### src/rtl/bcd_seq_mult_pkg.sv
// Shared types and constants for the sequential packed-BCD multiplier.
package bcd_seq_mult_pkg;

  typedef enum logic [1:0] {
    S_IDLE  = 2'd0,
    S_SHIFT = 2'd1,
    S_ADD   = 2'd2,
    S_FIN   = 2'd3
  } state_t;

  localparam int unsigned           DIGIT_W   = 4;
  localparam logic [DIGIT_W-1:0]    MAX_DIGIT = 4'd9;

endpackage

### src/rtl/bcd_seq_mult_if.sv
// Start/busy/done handshake and operand/result bus of the BCD multiplier.
interface bcd_seq_mult_if #(
  parameter int unsigned NDIGITS = 2
);
  logic                   start;
  logic [4*NDIGITS-1:0]   a;
  logic [4*NDIGITS-1:0]   b;
  logic                   busy;
  logic                   done;
  logic                   error;
  logic [8*NDIGITS-1:0]   product;

  modport master (output start, a, b, input busy, done, error, product);
  modport slave  (input start, a, b, output busy, done, error, product);
endinterface

### src/rtl/bcd_seq_mult_add_n.sv
// Combinational N-digit packed-BCD adder: ripple of per-digit decimal-corrected adders.
module bcd_add_n
  import bcd_seq_mult_pkg::*;
#(
  parameter int unsigned NDIGITS = 4
) (
  input  logic [DIGIT_W*NDIGITS-1:0] i_x,
  input  logic [DIGIT_W*NDIGITS-1:0] i_y,
  output logic [DIGIT_W*NDIGITS-1:0] o_sum
);

  logic [NDIGITS:0] w_carry;

  assign w_carry[0] = 1'b0;

  for (genvar g = 0; g < NDIGITS; g++) begin : g_digit
    logic [DIGIT_W:0] w_raw;

    assign w_raw = {1'b0, i_x[g*DIGIT_W +: DIGIT_W]}
                 + {1'b0, i_y[g*DIGIT_W +: DIGIT_W]}
                 + {{DIGIT_W{1'b0}}, w_carry[g]};
    // Sums above 9 skip the six unused codes and carry into the next digit
    assign w_carry[g+1] = (w_raw > 5'd9);
    assign o_sum[g*DIGIT_W +: DIGIT_W] =
      w_carry[g+1] ? DIGIT_W'(w_raw + 5'd6) : w_raw[DIGIT_W-1:0];
  end

endmodule

### src/rtl/bcd_seq_mult.sv
// Sequential NDIGITS x NDIGITS packed-BCD multiplier, MSD-first shift and repeated add.
// Optional: define BCD_MULT_ZSKIP_EN to finish at once when either valid operand is zero.
module bcd_seq_mult
  import bcd_seq_mult_pkg::*;
#(
  parameter int unsigned NDIGITS = 2
) (
  input  logic          clk,
  input  logic          reset,
  bcd_seq_mult_if.slave bus
);

  localparam int unsigned OPW  = DIGIT_W * NDIGITS;
  localparam int unsigned ACCW = 2 * OPW;

  state_t            r_state, w_state_nxt;
  logic [OPW-1:0]    r_a, r_b;
  logic [ACCW-1:0]   r_acc, w_acc_nxt, w_sum, r_product;
  logic [3:0]        r_idx, w_idx_nxt, r_cnt, w_cnt_nxt, w_bdig;
  logic              r_error, w_err_nxt, w_accept, w_bad;

  bcd_add_n #(.NDIGITS(2*NDIGITS)) u_add (
    .i_x   (r_acc),
    .i_y   ({{OPW{1'b0}}, r_a}),
    .o_sum (w_sum)
  );

  assign w_bdig   = DIGIT_W'(r_b >> {r_idx, 2'b00});
  assign w_accept = bus.start && (r_state == S_IDLE || r_state == S_FIN);

  always_comb begin
    w_bad = 1'b0;
    for (int unsigned i = 0; i < NDIGITS; i++) begin
      if (bus.a[i*DIGIT_W +: DIGIT_W] > MAX_DIGIT ||
          bus.b[i*DIGIT_W +: DIGIT_W] > MAX_DIGIT)
        w_bad = 1'b1;
    end
  end

  always_comb begin
    w_state_nxt = r_state;
    w_acc_nxt   = r_acc;
    w_idx_nxt   = r_idx;
    w_cnt_nxt   = r_cnt;
    w_err_nxt   = r_error;
    case (r_state)
      // FIN behaves like IDLE so a start in the done cycle is accepted
      S_IDLE, S_FIN: begin
        w_state_nxt = S_IDLE;
        if (bus.start) begin
          w_acc_nxt = '0;
          w_cnt_nxt = '0;
          w_idx_nxt = 4'(NDIGITS - 1);
          w_err_nxt = w_bad;
          if (w_bad)
            w_state_nxt = S_FIN;
`ifdef BCD_MULT_ZSKIP_EN
          else if (bus.a == '0 || bus.b == '0)
            w_state_nxt = S_FIN;
`endif
          else
            w_state_nxt = S_SHIFT;
        end
      end
      S_SHIFT: begin
        w_acc_nxt = {r_acc[ACCW-DIGIT_W-1:0], {DIGIT_W{1'b0}}};
        w_cnt_nxt = w_bdig;
        if (w_bdig != '0) begin
          w_state_nxt = S_ADD;
        end else if (r_idx != '0) begin
          w_idx_nxt   = r_idx - 4'd1;
          w_state_nxt = S_SHIFT;
        end else begin
          w_state_nxt = S_FIN;
        end
      end
      S_ADD: begin
        w_acc_nxt = w_sum;
        w_cnt_nxt = r_cnt - 4'd1;
        if (r_cnt == 4'd1) begin
          if (r_idx != '0) begin
            w_idx_nxt   = r_idx - 4'd1;
            w_state_nxt = S_SHIFT;
          end else begin
            w_state_nxt = S_FIN;
          end
        end
      end
      default: w_state_nxt = S_IDLE;
    endcase
  end

  always_ff @(posedge clk) begin
    if (reset) r_state <= S_IDLE;
    else       r_state <= w_state_nxt;
  end

  // Product is captured on entry to FIN so it is already valid while done is high
  always_ff @(posedge clk) begin
    if (reset) begin
      r_a       <= '0;
      r_b       <= '0;
      r_acc     <= '0;
      r_idx     <= '0;
      r_cnt     <= '0;
      r_error   <= 1'b0;
      r_product <= '0;
    end else begin
      r_acc   <= w_acc_nxt;
      r_idx   <= w_idx_nxt;
      r_cnt   <= w_cnt_nxt;
      r_error <= w_err_nxt;
      if (w_accept) begin
        r_a <= bus.a;
        r_b <= bus.b;
      end
      if (w_state_nxt == S_FIN)
        r_product <= w_acc_nxt;
    end
  end

  assign bus.busy    = (r_state == S_SHIFT) || (r_state == S_ADD);
  assign bus.done    = (r_state == S_FIN);
  assign bus.error   = r_error;
  assign bus.product = r_product;

endmodule
### src/flat_wrapper.sv
// flat-port wrapper written by rule: the top's interface ports become plain ports
module bcd_seq_mult_flat import bcd_seq_mult_pkg::*;
#(
  parameter int unsigned NDIGITS = 2
)
  (clk, reset, bus_start, bus_a, bus_b, bus_busy, bus_done, bus_error, bus_product);
  bcd_seq_mult_if #(.NDIGITS(NDIGITS)) bus_i ();
  input  logic clk;
  input  logic reset;
  input wire logic [$bits(bus_i.start)-1:0] bus_start;
  input wire logic [$bits(bus_i.a)-1:0] bus_a;
  input wire logic [$bits(bus_i.b)-1:0] bus_b;
  output wire logic [$bits(bus_i.busy)-1:0] bus_busy;
  output wire logic [$bits(bus_i.done)-1:0] bus_done;
  output wire logic [$bits(bus_i.error)-1:0] bus_error;
  output wire logic [$bits(bus_i.product)-1:0] bus_product;
  assign bus_i.start = bus_start;
  assign bus_i.a = bus_a;
  assign bus_i.b = bus_b;
  assign bus_busy = bus_i.busy;
  assign bus_done = bus_i.done;
  assign bus_error = bus_i.error;
  assign bus_product = bus_i.product;
  bcd_seq_mult #(.NDIGITS(NDIGITS)) u_core (.clk(clk), .reset(reset), .bus(bus_i));
endmodule
### config.mk
export PLATFORM = sky130hd
export DESIGN_NAME = bcd_seq_mult_flat
export DESIGN_NICKNAME = d
export VERILOG_FILES = /design/src/rtl/bcd_seq_mult_pkg.sv /design/src/rtl/bcd_seq_mult_if.sv /design/src/rtl/bcd_seq_mult_add_n.sv /design/src/rtl/bcd_seq_mult.sv /design/src/flat_wrapper.sv
export SDC_FILE = /design/constraint.sdc
export NUM_CORES = 1
export LEC_CHECK = 0
export CORE_MARGIN = 4
export CORE_UTILIZATION = 62
export CTS_BUF_LIST = sky130_fd_sc_hd__clkbuf_8
export CTS_CLUSTER_DIAMETER = 200
export CTS_CLUSTER_SIZE = 25
export DETAILED_ROUTE_END_ITERATION = 7
export PLACE_DENSITY = 0.88
export SLEW_MARGIN = 20
export SYNTH_ARGS = -nofsm -noshare
export SYNTH_HDL_FRONTEND = slang
export SYNTH_SLANG_ARGS = --single-unit
### constraint.sdc
create_clock -name clk -period 11.65 [get_ports clk]
set_clock_uncertainty 0.1 [all_clocks]
set_input_delay 1.165 -clock clk [delete_from_list [all_inputs] [get_ports clk]]
set_output_delay 1.165 -clock clk [all_outputs]
set_load 0.03 [all_outputs]
==> results of run 1 <==
report_power, final:
| group | total, W | internal [W] | switching, W |
|---|---|---|---|
| logic | 0.000232 | 0.0000881 | 0.000144 |
| clock network | 0.000164 | 0.0000856 | 0.0000780 |
| registers | 0.000245 | 0.000226 | 0.0000189 |
| total | 0.000640 | 0.000400 | 0.000240 |
metal layers:
layer  GRT usage [%]  share of wire, %  vias up
met2            42.1                47      110
met3            5.04               5.7       21
met4            16.4               3.2        0
met1            32.7                44     1383
li1                -                 -     1443
met5               0                 0        -
worst max-delay path by stage:
stage                                     startpoint                             endpoint  slack [ps]  cells after the start
after global placement    u_core.r_acc[0]$_SDFF_PP0_  u_core.bus.product[13]$_SDFFE_PP0N_        4830                     28
after detailed placement  u_core.r_acc[0]$_SDFF_PP0_  u_core.bus.product[13]$_SDFFE_PP0N_        4520                     28
final                     u_core.r_acc[0]$_SDFF_PP0_  u_core.bus.product[13]$_SDFFE_PP0N_        4470                     28
after global routing      u_core.r_acc[0]$_SDFF_PP0_  u_core.bus.product[13]$_SDFFE_PP0N_        3980                     28
after CTS                 u_core.r_acc[0]$_SDFF_PP0_  u_core.bus.product[13]$_SDFFE_PP0N_        4490                     28
after floorplan           u_core.r_acc[0]$_SDFF_PP0_  u_core.bus.product[13]$_SDFFE_PP0N_        5070                     28
sequential cells by signal, summed over array words and instances (netlist names):
signal / cells
u_core.bus.product: 16
u_core.r_idx: 4
u_core.bus.error: 1
u_core.r_state: 2
u_core.r_a: 8
u_core.r_acc: 16
u_core.r_b: 8
u_core.r_cnt: 4
final cells by class:
type / instances / area, µm² / share of cell area [%]
Inverter: 15 / 56.3 / 1.48
Tap cell: 70 / 87.6 / 2.30
Clock buffer: 11 / 151 / 3.98
Multi-Input combinational cell: 286 / 1920 / 50.5
Timing Repair Buffer: 40 / 388 / 10.2
Clock inverter: 5 / 21.3 / 0.559
Sequential cell: 59 / 1180 / 31.0
placed cells by master (no fill, tap or decap), types with 5 or more instances in the layout:
| cell | n |
|---|---|
| dfxtp_1 | 59 |
| o21ai_0 | 14 |
| nand2_1 | 42 |
| a22oi_1 | 8 |
| nand3_1 | 5 |
| a222oi_1 | 6 |
| clkbuf_8 | 11 |
| xnor2_1 | 9 |
| a211oi_1 | 14 |
| clkdlybuf4s50_1 | 36 |
| nor2_1 | 39 |
| ha_1 | 22 |
| a21oi_1 | 49 |
| inv_1 | 18 |
| mux2i_1 | 8 |
logic make-up after synthesis:
kind of cell,Yosys count
adders and majority gates,26
xor gates and xnor gates,12
buffers and inverters,37
and+or+nand+nor,116
DFF,59
muxes,8
AOI/OAI and AO/OA,124
worst min-delay path, cell delays in order, from the launching register on:
cell and delay [ps]:
dfxtp_1 310, nand2_1 50, a21oi_1 50
per-stage QoR:
stage	setup WS [ps]	utilization [%]	total power (W)	hold WS, ps
after floorplan	5070	-	0.000417	336
after global placement	4830	71.1	0.000469	343
after detailed placement	4520	71.1	0.000477	350
after CTS	4490	74.5	0.000640	358
after global routing	3980	74.5	0.000675	376
final	4470	74.5	0.000640	360
==> impl_metrics.toml, run 1 <==
[finish]
instances_no_fill = 486
syn2layout_area_growth_pct = 16.5
finalNetCount = 455
drive_gt1_share_pct = 7.45
n_fill_cell = 404
final_area_um2 = 3810
antenna_cells = 0

[clock_network]
post_cts_buffers = 0
cts.root.buffer_cell = "clkbuf_8"
cts_htree_levels = 3
cts_buffers = 9
cts_resized = 0
cts_buffer_depth = 2
cts_tree = "built"
postCtsHoldBufs = 0
clock-sinks = 59
path_clk_slew_ps = 60
clkLatencyLatePin_ps = 350

[worst_hold_path]
holdPathEnd = "u_core.r_a[0]$_SDFFE_PP0P_"
hold_start = "u_core.r_a[0]$_SDFFE_PP0P_"
holdPathStages = 2
hp-class = "reg -> reg"

[logic_synthesis]
synth_nets = 426
synth_top_area_share_pct = 36.1
syn_avg_cell_area_um2 = 8.56
synth_common_cells = "dfxtp_1 (59), a21oi_1 (49), nand2_1 (42)"
yosysUniqueCellTypes = 57
yosys_warnings = 0
synth_top_family_by_area = "compound AO/OA/AOI/OAI gates"
synth_compound_area_share_pct = 25.6
synth-edff-count = 0
yosysMostFrequentCell = "dfxtp_1"
synth_flop_cell = "dfxtp_1"
synth-seq-area-share_pct = 36.1
syn_inst = 382
synth_xor_area_share_pct = 3.22
synth-adder-area-share_pct = 10.6
synth_area_um2 = 3270
synthTopCellsByArea = "dfxtp_1 (36%), ha_1 (8.4%), a21oi_1 (7.5%)"
yosys.area_share.simple_pct = 16.9
synthArstFlopShare_pct = 0
ys_ff_latch = 59
synth_mux_area_share_pct = 2.45
synth_area_leader_cell = "dfxtp_1"

[flow_run]
drv_cap = 0

[worst_setup_path]
cp-end-kind = "flip-flop"
start_kind = "flip-flop"
cpMaxStageDelayCell = "o31ai_1"
cp.required_ps = 11730
crit_family = "adder cells"
crit_type = "reg -> reg"
crit_path_max_incr_delay_ps = 460
ff2ff_path_depth = 28
crit_path_frequent_cell = "ha_1"
reg2reg_slack_ps = 4470
cp_num_buf_inv = 1
r2r_end = "u_core.bus.product[13]$_SDFFE_PP0N_"
cp.arrival_ps = 7260
rr_startpoint = "u_core.r_acc[0]$_SDFF_PP0_"
cp_max_fo = 4

[grt]
grt_pass1_wl_um = 13200
grt_pass1_vias = 2888
grt-ovfl-total = 0
grt_max_degree = 60
antenna_found_initial = 0
grt_usage_pct = 26.5

[sta]
fin_tns_setup_ps = 0
final_max_slew_viol_count = 0
min_period_ps = 7180
fmax_mhz = 139
rsz0062_at_grt = "false"
period_share_pct = 61.6
setup_viol = 0
max_slew_margin_pct = 31.6
hold_viol = 0
worst_pin_slew_ps = 1030

[floorplan]
die_area_um2 = 6500
initial_core_util_pct = 64.0
dieHeight_um = 80.6
rows = 26
core_um2 = 5110
fp.dieW_um = 80.6
ios = 38

[place]
placement.io_buffers = 37
placed_cell_area_um2 = 3630
place_congestion = 0.887
hpwl_um = 5460
dp_cells = 470

[power]
peakVddDrop_mv = 0.108
p_leak_nw = 1.43
p_per_area_nw_per_um2 = 168

[routing]
viasPerCell = 6.08
drc = 0
wire_per_inst_um = 16.2
first_pass_iters = 7
postRouteWirelength_um = 7860
final_antenna_net_count = 0
drtIter0Drc = 214
vias = 2957

[status]
status = "finished clean"
Note: power is estimated with default switching activity, not from simulation.
==> inputs of run 2 (changes only) <==
--- a/config.mk
+++ b/config.mk
@@ -6,12 +6,12 @@
 export NUM_CORES = 1
 export LEC_CHECK = 0
 export CORE_MARGIN = 4
-export CORE_UTILIZATION = 62
+export CORE_UTILIZATION = 52
 export CTS_BUF_LIST = sky130_fd_sc_hd__clkbuf_8
 export CTS_CLUSTER_DIAMETER = 200
 export CTS_CLUSTER_SIZE = 25
 export DETAILED_ROUTE_END_ITERATION = 7
-export PLACE_DENSITY = 0.88
+export PLACE_DENSITY = 0.79
 export SLEW_MARGIN = 20
 export SYNTH_ARGS = -nofsm -noshare
 export SYNTH_HDL_FRONTEND = slang
==> constraint.sdc (replaced) <==
create_clock -name clk -period 6.05 [get_ports clk]
set_clock_uncertainty 0.1 [all_clocks]
set_input_delay 0.605 -clock clk [delete_from_list [all_inputs] [get_ports clk]]
set_output_delay 0.605 -clock clk [all_outputs]
set_load 0.03 [all_outputs]
==> impl_metrics.toml, run 2 (synthesized netlist as in run 1, its figures left out) <==
[status]
status = "finished with violations"
violations = "negative setup slack"

[worst_hold_path]
hold_start = "u_core.r_b[2]$_SDFFE_PP0P_"
hp-class = "reg -> reg"
holdPathStages = 2
holdPathEnd = "u_core.r_b[2]$_SDFFE_PP0P_"

[grt]
grt-ovfl-total = 0
grt_pass1_vias = 2999
antenna_found_initial = 0
grt_max_degree = 60
grt_usage_pct = 23.1
grt_pass1_wl_um = 13900

[worst_setup_path]
cp_max_fo = 4
cp.required_ps = 6130
cp.arrival_ps = 6220
crit_type = "reg -> reg"
cp_num_buf_inv = 0
ff2ff_path_depth = 27
crit_family = "adder cells"
reg2reg_slack_ps = -80
cp-end-kind = "flip-flop"
r2r_end = "u_core.bus.product[13]$_SDFFE_PP0N_"
crit_path_max_incr_delay_ps = 420
cpMaxStageDelayCell = "a222oi_1"
crit_path_frequent_cell = "ha_2"
rr_startpoint = "u_core.r_acc[0]$_SDFF_PP0_"
start_kind = "flip-flop"

[power]
p_leak_nw = 1.57
peakVddDrop_mv = 0.247
p_per_area_nw_per_um2 = 312

[sta]
rsz0062_at_grt = "true"
min_period_ps = 6130
fmax_mhz = 163
setup_viol = 2
hold_viol = 0
max_slew_margin_pct = 29.8
worst_pin_slew_ps = 1050
final_max_slew_viol_count = 0
setup_slack_ps = -85.0
period_share_pct = 101

[clock_network]
cts_buffer_depth = 2
path_clk_slew_ps = 80
clkLatencyLatePin_ps = 340
cts_buffers = 9
cts.root.buffer_cell = "clkbuf_8"
cts_htree_levels = 3
clock-sinks = 59
cts_tree = "built"

[routing]
final_antenna_net_count = 0
drc = 0
viasPerCell = 5.96
vias = 3079
drtIter0Drc = 246
postRouteWirelength_um = 8690
first_pass_iters = 5
wire_per_inst_um = 16.8

[finish]
syn2layout_area_growth_pct = 29.4
drive_gt1_share_pct = 21.3
final_util_pct = 70.2
layout_commonest_cell = "dfxtp_1"
finalNetCount = 481
antenna_cells = 0
layout_common_cells = "dfxtp_1 (57), a21oi_1 (48), nand2_1 (41)"

[place]
placement.io_buffers = 37
place_ws_ps = -206
hpwl_um = 5560
place_congestion = 0.935

[flow_run]
drv_cap = 0

[floorplan]
dieHeight_um = 87.3
core_um2 = 6030
ios = 38
rows = 28
die_area_um2 = 7620
fp.dieW_um = 87.3
initial_core_util_pct = 54.2
## run 2: changes by cell type in the layout (fill, tap and decap cells not counted), sizes merged
cell      change
clkinvlp      +2
clkbuf        -2
inv           -1
bufinv        +1
buf          +26
## run 2: power by group
group | leakage, nW | total (W) | switching, W | internal [W]
Clock | 0.0962 | 0.000373 | 0.000180 | 0.000193
Sequential | 0.481 | 0.000470 | 0.0000352 | 0.000435
Combinational | 0.990 | 0.000477 | 0.000287 | 0.000190
Total | 1.57 | 0.00132 | 0.000502 | 0.000817
## run 2: what timing repair did
action                     in CTS  in global routing
setup buffers                  13                  7
hold buffers                    0                  0
setup endpoints to repair       3                  6
gates resized for setup         9                 10
gates cloned                    0                  0
pin swaps                      15                 19
## run 2: worst reg2reg max path: stages (launching register included)
cell,delay (ps)
dfxtp_2,340
ha_4,160
fa_2,370
xnor2_2,190
ha_2,200
nor2b_4,140
a31o_4,120
o31ai_4,70
fa_2,400
fa_2,410
xnor2_4,150
o2bb2ai_2,130
o21bai_2,190
ha_2,240
ha_4,170
xnor2_4,90
ha_2,210
a22o_1,250
o21ai_2,190
ha_2,260
xnor2_2,150
ha_2,220
nor2b_4,150
a211oi_2,50
maj3_2,320
xnor2_1,150
a222oi_1,420
a211oi_1,130
## run 2: layer usage
metal | track usage [%] | wire length, µm | vias to the layer above
met5 | 0 | 0 | -
li1 | - | - | 1492
met3 | 5.20 | 536 | 17
met1 | 28.3 | 3670 | 1458
met4 | 7.81 | 127 | 0
met2 | 39.9 | 4360 | 112
## run 2: worst max path at each step
stage,from,to,slack (ps),depth (start not counted)
after CTS,u_core.r_acc[0]$_SDFF_PP0_,u_core.bus.product[13]$_SDFFE_PP0N_,8,28
after detailed placement,u_core.r_acc[0]$_SDFF_PP0_,u_core.bus.product[13]$_SDFFE_PP0N_,-210,28
after floorplan,u_core.r_acc[0]$_SDFF_PP0_,u_core.bus.product[13]$_SDFFE_PP0N_,1,28
after global routing,u_core.r_acc[0]$_SDFF_PP0_,u_core.bus.product[13]$_SDFFE_PP0N_,-310,27
after global placement,u_core.r_acc[0]$_SDFF_PP0_,u_core.bus.product[13]$_SDFFE_PP0N_,40,28
final,u_core.r_acc[0]$_SDFF_PP0_,u_core.bus.product[13]$_SDFFE_PP0N_,-80,27
## run 2: area by class of cell
cell class	instances	area, µm²
clock buffer	9	124
clock inverter	7	76.3
fill	468	1800
inverter	15	56.3
multi-input combinational	286	2110
sequential	59	1180
tap	75	93.8
timing repair buffer	66	583
## run 2: through the flow
| step | power [W] | cells | hold slack (ps) | instance area [µm²] | TNS [ps] |
|---|---|---|---|---|---|
| 2_1_floorplan | 0.000809 | 382 | 336 | 3350 | 0 |
| 3_3_place_gp | 0.000915 | 481 | 343 | 3770 | 0 |
| 3_5_place_dp | 0.000926 | 481 | 349 | 3770 | -359 |
| 4_1_cts | 0.00131 | 510 | 359 | 4110 | 0 |
| 5_1_grt | 0.00138 | 517 | 373 | 4230 | -1060 |
| 6_report | 0.00132 | 517 | 360 | 4230 | -115 |
==> inputs of run 3 (changes only) <==
--- a/config.mk
+++ b/config.mk
@@ -6,7 +6,7 @@
 export NUM_CORES = 1
 export LEC_CHECK = 0
 export CORE_MARGIN = 4
-export CORE_UTILIZATION = 52
+export CORE_UTILIZATION = 53
 export CTS_BUF_LIST = sky130_fd_sc_hd__clkbuf_8
 export CTS_CLUSTER_DIAMETER = 200
 export CTS_CLUSTER_SIZE = 25
@@ -15,4 +15,5 @@
 export SLEW_MARGIN = 20
 export SYNTH_ARGS = -nofsm -noshare
 export SYNTH_HDL_FRONTEND = slang
+export SYNTH_HIERARCHICAL = 1
 export SYNTH_SLANG_ARGS = --single-unit
==> impl_metrics.toml, run 3 <==
[flow_run]
drv_cap = 0

[power]
power_w = 0.00121
power_frac_comb_pct = 37.0
p_sw_share_pct = 34.4
p_sw_w = 0.000417
pwr-share-seq_pct = 36.8
power.share.clock_pct = 26.2
p_per_area_nw_per_um2 = 251
internal-power_w = 0.000794
peakVddDrop_mv = 0.189
p_leak_nw = 1.99

[routing]
vias = 3314
first_pass_iters = 5
drc = 0
final_antenna_net_count = 0
drtIter0Drc = 223
viasPerCell = 5.69
wire_per_inst_um = 16.3
postRouteWirelength_um = 9500

[worst_setup_path]
reg2reg_slack_ps = -1550
cpMaxStageDelayCell = "fa_2"
rr_startpoint = "u_core/r_acc[0]$_SDFF_PP0_"
cp.arrival_ps = 7780
cp.required_ps = 6240
crit_family = "adder cells"
crit_path_max_incr_delay_ps = 450
crit_type = "reg -> reg"
start_kind = "flip-flop"
cp-end-kind = "flip-flop"
cp_max_fo = 4
cp_num_buf_inv = 8
ff2ff_path_depth = 36
crit_path_frequent_cell = "inv_2"
r2r_end = "u_core/bus.product[14]$_SDFFE_PP0N_"

[logic_synthesis]
synth_area_leader_cell = "dfxtp_1"
synthTopCellsByArea = "dfxtp_1 (33%), ha_1 (9.4%), nand2_1 (5.8%)"
yosysUniqueCellTypes = 58
syn_avg_cell_area_um2 = 8.89
synth_top_area_share_pct = 32.7
synth-seq-area-share_pct = 32.7
synthArstFlopShare_pct = 0
synth_flop_cell = "dfxtp_1"
synth-edff-count = 0
synth_area_um2 = 3610
ys_ff_latch = 59
yosysMostFrequentCell = "dfxtp_1"
syn_inst = 406
yosys_warnings = 6
synth_common_cells = "dfxtp_1 (59), nand2_1 (56), a21oi_1 (41)"

[grt]
grt_usage_pct = 21.6
grt_pass1_wl_um = 14500
grt_max_degree = 60
grt_pass1_vias = 3278
antenna_found_initial = 0
grt-ovfl-total = 0

[place]
dp_cells = 553
hpwl_um = 6140
placement.io_buffers = 37
place_ws_ps = -1730
place_congestion = 0.899

[clock_network]
cts_tree = "built"
cts_buffer_depth = 2
postCtsHoldBufs = 0
path_clk_slew_ps = 60
clock-sinks = 59
cts_htree_levels = 3
clkLatencyLatePin_ps = 350
cts_buffers = 9
cts.root.buffer_cell = "clkbuf_8"

[sta]
timing.hold.ws_ps = 365
setup_slack_ps = -1550
max_slew_margin_pct = 34.6
worst_pin_slew_ps = 981
rsz0062_at_grt = "true"
period_share_pct = 126
fmax_mhz = 132
hold_viol = 0
setup_viol = 10
fin_tns_setup_ps = -9170
final_max_slew_viol_count = 0
min_period_ps = 7600

[floorplan]
rows = 29
core_um2 = 6490
dieHeight_um = 90.5
ios = 38
initial_core_util_pct = 55.6
die_area_um2 = 8200
fp.dieW_um = 90.5

[finish]
finalNetCount = 555
n_fill_cell = 451
layout_common_cells = "dfxtp_1 (57), buf_4 (57), nand2_1 (56)"
antenna_cells = 0
syn2layout_area_growth_pct = 33.8
instances_no_fill = 582
drive_gt1_share_pct = 27.1

[status]
status = "finished with violations"
violations = "negative setup slack"

[worst_hold_path]
holdPathStages = 2
hold_start = "u_core/r_a[7]$_SDFFE_PP0P_"
hp-class = "reg -> reg"
holdPathEnd = "u_core/r_a[7]$_SDFFE_PP0P_"
run 3: routing by layer:
metal / global-route usage, % / vias up / share of wire (%)
met4: 10.7 / 0 / 2.9
met5: 0 / - / 0
met3: 4.92 / 24 / 4.8
met1: 24.7 / 1596 / 40
li1: - / 1597 / -
met2: 37.7 / 97 / 52
run 3: final cells by class:
class                   instances  area (µm²)  area share, %
multi-input cells             309        2460           50.9
flip-flops and latches         59        1180           24.5
repair buffers                 95         821           17.0
clock buffers                  11         151           3.13
inverters                      28         105           2.18
well taps                      77        96.3           1.99
clock inverters                 3        15.0          0.311
run 3: worst max-delay path by stage:
stage,start,to,cells after the start
after floorplan,u_core/r_acc[0]$_SDFF_PP0_,u_core/bus.product[13]$_SDFFE_PP0N_,29
after global placement,u_core/r_acc[0]$_SDFF_PP0_,u_core/bus.product[13]$_SDFFE_PP0N_,36
after detailed placement,u_core/r_acc[0]$_SDFF_PP0_,u_core/bus.product[13]$_SDFFE_PP0N_,36
after CTS,u_core/r_acc[0]$_SDFF_PP0_,u_core/bus.product[13]$_SDFFE_PP0N_,36
after global routing,u_core/r_acc[0]$_SDFF_PP0_,u_core/bus.product[14]$_SDFFE_PP0N_,36
final,u_core/r_acc[0]$_SDFF_PP0_,u_core/bus.product[14]$_SDFFE_PP0N_,36
run 3: per-stage QoR:
step	util (%)	instance area, µm²
floorplan	-	3700
global placement	67.6	4390
detailed placement	67.6	4390
CTS	72.1	4680
global route	74.4	4830
finish	74.4	4830
run 3: logic make-up (layout without fill, tap and decap cells):
family          count (synthesis)  count (layout)  share of synthesized area [%]
simple gates                  127             127                           17.5
compound gates                102             102                           18.7
flops                          59              59                           32.7
buf+inv                        47             137                           5.68
fa+ha+maj                      34              34                           13.2
mux                            27              27                           9.88
xor+xnor                        9               9                           2.18
other cells                     1              10                          0.104
run 3: what timing repair did:
action,in CTS,in global routing
pin swaps,18,8
gates resized for setup,14,18
setup buffers,8,7
endpoints found under the setup margin,12,13
run 3: tightest hold or removal path, delay by kind of cell (launching register included):
family,cells,cell delay [ps]
AOI/OAI and AO/OA,1,50
DFF,1,310
and+or+nand+nor,1,50
run 3: power groups by stage:
stage / combinational (W) / clock, W / sequential, W
2_1_floorplan: 0.000275 / 0 / 0.000446
3_3_place_gp: 0.000370 / 0 / 0.000451
3_5_place_dp: 0.000382 / 0 / 0.000453
4_1_cts: 0.000406 / 0.000324 / 0.000445
5_1_grt: 0.000481 / 0.000341 / 0.000448
6_report: 0.000448 / 0.000318 / 0.000445
